File: config.mk
export PLATFORM = sky130hd
export DESIGN_NAME = morse_key_decoder
export DESIGN_NICKNAME = d
export VERILOG_FILES = /design/src/rtl/morse_pkg.sv /design/src/rtl/ms_tick_gen.sv /design/src/rtl/morse_key_decoder.sv
export SDC_FILE = /design/constraint.sdc
export NUM_CORES = 1
export LEC_CHECK = 0
export ABC_AREA = 1
export ABC_CLOCK_PERIOD_IN_PS = 3500
export CORE_MARGIN = 4
export CORE_UTILIZATION = 58
export CTS_CLUSTER_SIZE = 24
export DETAILED_ROUTE_END_ITERATION = 8
export GPL_ROUTABILITY_DRIVEN = 0
export PLACE_DENSITY = 0.84
export SYNTH_ARGS = -nofsm -noshare
export SYNTH_HDL_FRONTEND = slang
export SYNTH_HIERARCHICAL = 1
export SYNTH_SLANG_ARGS = --single-unit
File: constraint.sdc
create_clock -name CLK -period 3.5 [get_ports CLK]
set_clock_uncertainty 0.2 [all_clocks]
set_input_delay 0.875 -clock CLK [delete_from_list [all_inputs] [get_ports CLK]]
set_output_delay 0.875 -clock CLK [all_outputs]
set_load 0.1 [all_outputs]
File: src/rtl/morse_pkg.sv
// Shared definitions for the Morse keying decoder and its companions.
//   - state encoding of the decoder FSM
//   - default timing values: 1 ms prescaler terminal count at 50 MHz,
//     glitch, dot/dash and end-of-frame thresholds, all in ms
//   - the SOS frame as decoded (dot = 0, dash = 1, first element in bit 0)
package morse_pkg;

    typedef enum logic [1:0] {
        ST_IDLE  = 2'd0,
        ST_MARK  = 2'd1,
        ST_SPACE = 2'd2,
        ST_DONE  = 2'd3
    } state_t;

    localparam logic [15:0] T1MS_50M   = 16'd49_999;
    localparam logic [9:0]  GLITCH_MS  = 10'd20;
    localparam logic [9:0]  DOT_MAX_MS = 10'd200;
    localparam logic [9:0]  GAP_END_MS = 10'd200;

    // dot dot dot dash dash dash dot dot dot
    localparam logic [15:0] SOS_CODE = 16'h0038;
    localparam logic [4:0]  SOS_LEN  = 5'd9;

    localparam logic [9:0]  MS_MAX   = 10'd1023;
    localparam logic [4:0]  MAX_LEN  = 5'd16;

endpackage

File: src/rtl/ms_tick_gen.sv
// Millisecond prescaler: counts 0..T1MS and flags the terminal cycle.
//   clk  : system clock
//   srst : synchronous active-high reset
//   clr  : synchronous restart of the count (used to re-align to key edges)
//   tick : high for one cycle while the count sits at T1MS
module ms_tick_gen
    import morse_pkg::*;
#(
    parameter logic [15:0] T1MS = T1MS_50M
) (
    input  logic clk,
    input  logic srst,
    input  logic clr,
    output logic tick
);

    logic [15:0] cnt_reg;

    always_ff @(posedge clk) begin
        if (srst || clr) begin
            cnt_reg <= '0;
        end else if (cnt_reg == T1MS) begin
            cnt_reg <= '0;
        end else begin
            cnt_reg <= cnt_reg + 16'd1;
        end
    end

    assign tick = (cnt_reg == T1MS);

endmodule

File: src/rtl/morse_key_decoder.sv
// Morse keying decoder: times marks and spaces in ms, builds a frame of
// dot/dash elements and reports it once a long enough space ends the frame.
//   CLK         : 50 MHz system clock
//   RST         : synchronous active-high reset
//   En_Sig      : decoder enable; low forces idle and drops a partial frame
//   Pin_In      : asynchronous keying level, high = mark
//   Frame_Valid : one-cycle pulse, Frame_Code/Frame_Len updated
//   Frame_Code  : element i in bit i, 1 = dash, 0 = dot
//   Frame_Len   : number of elements, 1..16
//   Sos_Det     : one-cycle pulse with Frame_Valid when the frame is SOS
//   Overflow    : one-cycle pulse ending a frame of more than 16 elements
module morse_key_decoder #(
    parameter logic [15:0] T1MS       = morse_pkg::T1MS_50M,
    parameter logic [9:0]  GLITCH_MS  = morse_pkg::GLITCH_MS,
    parameter logic [9:0]  DOT_MAX_MS = morse_pkg::DOT_MAX_MS,
    parameter logic [9:0]  GAP_END_MS = morse_pkg::GAP_END_MS
) (
    input  logic        CLK,
    input  logic        RST,
    input  logic        En_Sig,
    input  logic        Pin_In,
    output logic        Frame_Valid,
    output logic [15:0] Frame_Code,
    output logic [4:0]  Frame_Len,
    output logic        Sos_Det,
    output logic        Overflow
);

    import morse_pkg::*;

    logic        sync1_reg;
    logic        key_reg;
    state_t      state_reg;
    logic [9:0]  count_ms_reg;
    logic [15:0] code_reg;
    logic [4:0]  len_reg;
    logic        ovf_reg;

    logic        tick;
    logic        leave;
    logic [9:0]  ms_now;

    always_ff @(posedge CLK) begin
        if (RST) begin
            sync1_reg <= 1'b0;
            key_reg   <= 1'b0;
        end else begin
            sync1_reg <= Pin_In;
            key_reg   <= sync1_reg;
        end
    end

    // High whenever the FSM is about to change state (or is held idle by
    // the enable); both the prescaler and the ms counter restart then, so
    // every mark and space is timed from its own starting edge.
    always_comb begin
        leave = 1'b0;
        if (!En_Sig) begin
            leave = 1'b1;
        end else begin
            case (state_reg)
                ST_IDLE:  leave = key_reg;
                ST_MARK:  leave = !key_reg;
                ST_SPACE: leave = key_reg || (count_ms_reg == GAP_END_MS);
                ST_DONE:  leave = 1'b1;
            endcase
        end
    end

    // Mark length including a tick landing on the release cycle, so a mark
    // of N whole ms classifies as N rather than N-1.
    assign ms_now = (tick && (count_ms_reg != MS_MAX)) ? count_ms_reg + 10'd1
                                                       : count_ms_reg;

    ms_tick_gen #(
        .T1MS(T1MS)
    ) u_tick (
        .clk (CLK),
        .srst(RST),
        .clr (leave),
        .tick(tick)
    );

    always_ff @(posedge CLK) begin
        if (RST) begin
            state_reg    <= ST_IDLE;
            count_ms_reg <= '0;
            code_reg     <= '0;
            len_reg      <= '0;
            ovf_reg      <= 1'b0;
            Frame_Valid  <= 1'b0;
            Frame_Code   <= '0;
            Frame_Len    <= '0;
            Sos_Det      <= 1'b0;
            Overflow     <= 1'b0;
        end else begin
            Frame_Valid <= 1'b0;
            Sos_Det     <= 1'b0;
            Overflow    <= 1'b0;

            if (leave) begin
                count_ms_reg <= '0;
            end else if (tick && (count_ms_reg != MS_MAX)) begin
                count_ms_reg <= count_ms_reg + 10'd1;
            end

            if (!En_Sig) begin
                state_reg <= ST_IDLE;
                code_reg  <= '0;
                len_reg   <= '0;
                ovf_reg   <= 1'b0;
            end else begin
                case (state_reg)
                    ST_IDLE: begin
                        if (key_reg) begin
                            state_reg <= ST_MARK;
                        end
                    end
                    ST_MARK: begin
                        if (!key_reg) begin
                            if (ms_now < GLITCH_MS) begin
                                // Glitch: the gap count restarts from here.
                                state_reg <= (len_reg == 5'd0) ? ST_IDLE : ST_SPACE;
                            end else begin
                                if (len_reg == MAX_LEN) begin
                                    ovf_reg <= 1'b1;
                                end else begin
                                    code_reg[len_reg[3:0]] <= (ms_now >= DOT_MAX_MS);
                                    len_reg                <= len_reg + 5'd1;
                                end
                                state_reg <= ST_SPACE;
                            end
                        end
                    end
                    ST_SPACE: begin
                        if (key_reg) begin
                            state_reg <= ST_MARK;
                        end else if (count_ms_reg == GAP_END_MS) begin
                            state_reg <= ST_DONE;
                            if (ovf_reg) begin
                                Overflow <= 1'b1;
                            end else begin
                                Frame_Valid <= 1'b1;
                                Frame_Code  <= code_reg;
                                Frame_Len   <= len_reg;
                                Sos_Det     <= (len_reg == SOS_LEN) && (code_reg == SOS_CODE);
                            end
                        end
                    end
                    ST_DONE: begin
                        code_reg  <= '0;
                        len_reg   <= '0;
                        ovf_reg   <= 1'b0;
                        state_reg <= ST_IDLE;
                    end
                endcase
            end
        end
    end

endmodule

==> results of run 1 <==
## cell usage after synthesis, types with 4 or more instances
master,instances
a211oi_1,21
a21oi_1,25
a21oi_2,5
clkbuf_1,11
dfxtp_1,76
ha_1,7
inv_1,78
inv_2,5
nand2_1,112
nand2_2,6
nand3_1,40
nand3_2,4
nand4_1,17
nor2_1,98
nor3_1,7
o21ai_0,4
xor2_1,10
## power groups by stage
stage | sequential [µW] | clock, µW | combinational, µW
after floorplan | 888 | 0 | 22.6
after global placement | 888 | 0 | 32.2
after detailed placement | 888 | 0 | 32.6
after CTS | 868 | 798 | 32.8
after global routing | 868 | 846 | 37.1
final | 868 | 787 | 33.4
## tightest hold or removal path: stages, from the launching register on
cell and delay, ns:
dfxtp_1 0.30, inv_1 0.05, nor2_1 0.03
## metal layers
| metal | vias up | wire [µm] |
|---|---|---|
| li1 | 1811 | - |
| met1 | 1552 | 4003 |
| met2 | 113 | 3563 |
| met3 | 13 | 501 |
| met4 | 0 | 131 |
| met5 | - | 0 |
## layout make-up
class                   instances  share of cell area
multi-input cells             377              0.4422
flip-flops and latches         76              0.3505
inverters                      85             0.07351
repair buffers                 31             0.05823
clock buffers                  11             0.03027
clock inverters                 5             0.02306
well taps                      77             0.02220
## worst paths after layout
kind	startpoint	to	depth (start not counted)	slack, ns
hold reg to reg	sync1_reg	key_reg	2	0.22
hold / removal	sync1_reg	key_reg	2	0.22
setup reg to reg	u_tick/cnt_reg[0]	code_reg[11]	17	0.31
setup / recovery	u_tick/cnt_reg[0]	code_reg[11]	17	0.31
## kinds of logic after synthesis
logic type / synth area share
buffers and inverters: 0.1016
adder cells (fa/ha/maj): 0.02293
flip-flops: 0.3984
XOR/XNOR: 0.02523
AND/OR/NAND/NOR: 0.3548
AO/OA/AOI/OAI: 0.09698
## repair_timing
item	in CTS	in global routing
endpoints found under the setup margin	0	21
setup buffers	0	2
resized for setup	0	2
## per-stage QoR
| step | hold WS (ns) | power (µW) |
|---|---|---|
| 6_report | 0.2201 | 1689 |
| 5_1_grt | 0.2452 | 1751 |
| 4_1_cts | 0.2286 | 1698 |
| 3_5_place_dp | 0.2186 | 920.8 |
| 3_3_place_gp | 0.1895 | 920.1 |
| 2_1_floorplan | 0.1883 | 910.3 |
==> impl_metrics.env, run 1 <==
export IMPL_status="completed"
export IMPL_first_global_vias=3120
export IMPL_wire_per_inst_um=12.39
export IMPL_antenna_found_initial=0
export IMPL_preCtsSetupSlack_ns=0.1825
export IMPL_cp_arrival_ns=3.27
export IMPL_grt_usage=0.2211
export IMPL_switchingPower_uw=342.2
export IMPL_cts_max_level=3
export IMPL_synthCells=552
export IMPL_cts_buffer_depth=2
export IMPL_p_sw_frac=0.2027
export IMPL_crit_top_cell="nand2_1"
export IMPL_required_ns=3.58
export IMPL_area_growth_pct=13.66
export IMPL_layout_commonest_cell="nand2_1"
export IMPL_p_comb_frac=0.020
export IMPL_num_rows=29
export IMPL_vias=3489
export IMPL_vdd_drop_max_uv=320.4
export IMPL_boundaryPins=28
export IMPL_crit_fanout=12
export IMPL_vias_per_cell=5.270
export IMPL_detail_route_first_pass_iterations=5
export IMPL_fin_cells=662
export IMPL_fmax_ghz=0.3131
export IMPL_finalHoldViolations=0
export IMPL_synth_area_top_cells="dfxtp_1 (40%), nand2_1 (11%), nor2_1 (9.6%), inv_1 (7.7%), nand3_1 (5.2%)"
export IMPL_nets=591
export IMPL_path_delay_family="simple AND/OR/NAND/NOR gates"
export IMPL_ctsHoldBuffers=0
export IMPL_grt_pass1_wl_um=13900
export IMPL_sequentialPowerShare=0.514
export IMPL_yosysSeqAreaShare=0.3984
export IMPL_grt_ovfl_total=0
export IMPL_start_kind="flop"
export IMPL_busiest_layer="met2"
export IMPL_final_antenna_net_count=0
export IMPL_synthFlopType="dfxtp_1"
export IMPL_cts_buffers_inserted=9
export IMPL_dp_cells=644
export IMPL_tns_ns=0
export IMPL_layout_drive_gt1_share=0.1282
export IMPL_use_met1=0.3120
export IMPL_multiInputGateArea_um2=1919
export IMPL_path_cells="ha_1 -> nand3_2 -> or2_2 -> nor2_2 -> nand3_1 -> nor2_1 -> nand2_1 -> nand2_1 -> nand2_1 -> nand2_1 -> nor2_1 -> nand3_4 -> nand3_2 -> nor2_4 -> buf_12 -> nand2_1 -> a21oi_1"
export IMPL_cp_end_kind="flop"
export IMPL_drv_slew=0
export IMPL_critPathBufInv=1
export IMPL_yosysUniqueCellTypes=33
export IMPL_fin_crit_ns=3.194
export IMPL_port_buffers=27
export IMPL_maxSlewHeadroom=0.5181
export IMPL_synthesis_nets=563
export IMPL_syn_area_um2=3819
export IMPL_clock_sinks=76
export IMPL_setup_viol=0
export IMPL_maxCapViolations=0
export IMPL_dp_hpwl_um=5783
export IMPL_power_leakage_uw=0.001706
export IMPL_mostFrequentLayoutCells="nand2_1 (112), nor2_1 (97), inv_1 (78)"
export IMPL_globalRouteMet3Util=0.04332
export IMPL_async_flop_share=0
export IMPL_final_cell_area_um2=4340
export IMPL_final_util=0.6797
export IMPL_path_class="reg -> reg"
export IMPL_place_area_um2=4071
export IMPL_grt_max_degree=45
export IMPL_core_area_um2=6386
export IMPL_wirelength_um=8199
export IMPL_fp_dieH_um=89.14
export IMPL_clockPowerShare=0.466
export IMPL_setup_ws_ns=0.3064
export IMPL_dieArea_um2=7946
export IMPL_power_density_nw_per_um2=389.0
export IMPL_clk_latency_ns=0.36
export IMPL_root_buffer="clkbuf_8"
export IMPL_period_share=0.9124
export IMPL_synth_edff_count=0
export IMPL_hp_class="reg -> reg"
export IMPL_yosysWarnings=6
export IMPL_syn_avg_cell_area_um2=6.918
export IMPL_drc_errors=0
export IMPL_ys_ff_latch=76
export IMPL_worstMarginPinSlew_ns=0.7203
export IMPL_rsz0062_at_grt="false"
export IMPL_met2_usage=0.3255
export IMPL_cell_internal_pwr_uw=1346
export IMPL_slowest_delay_ns=0.39
export IMPL_seqCellArea_um2=1521
export IMPL_synth_top_cell_area_share=0.3984
export IMPL_diodes=0
export IMPL_start_util=0.5980
export IMPL_fillers=538
export IMPL_drt_iter0_markers=323
export IMPL_yosys_area_top_type="dfxtp_1"
export IMPL_cts_tree="yes"
export IMPL_slowest_stage="dfxtp_1"
export IMPL_dieWidth_um=89.14
export IMPL_cts_reportedPaths_clkPinSlew_ns=0.07
Note: power is estimated with default switching activity, not from simulation.
==> run 2: changes to the inputs <==
SKIP_LAST_GASP = 1   (was not set)
==> results of run 2 <==
The final DEF is identical to that of run 1; final timing and power are the same.
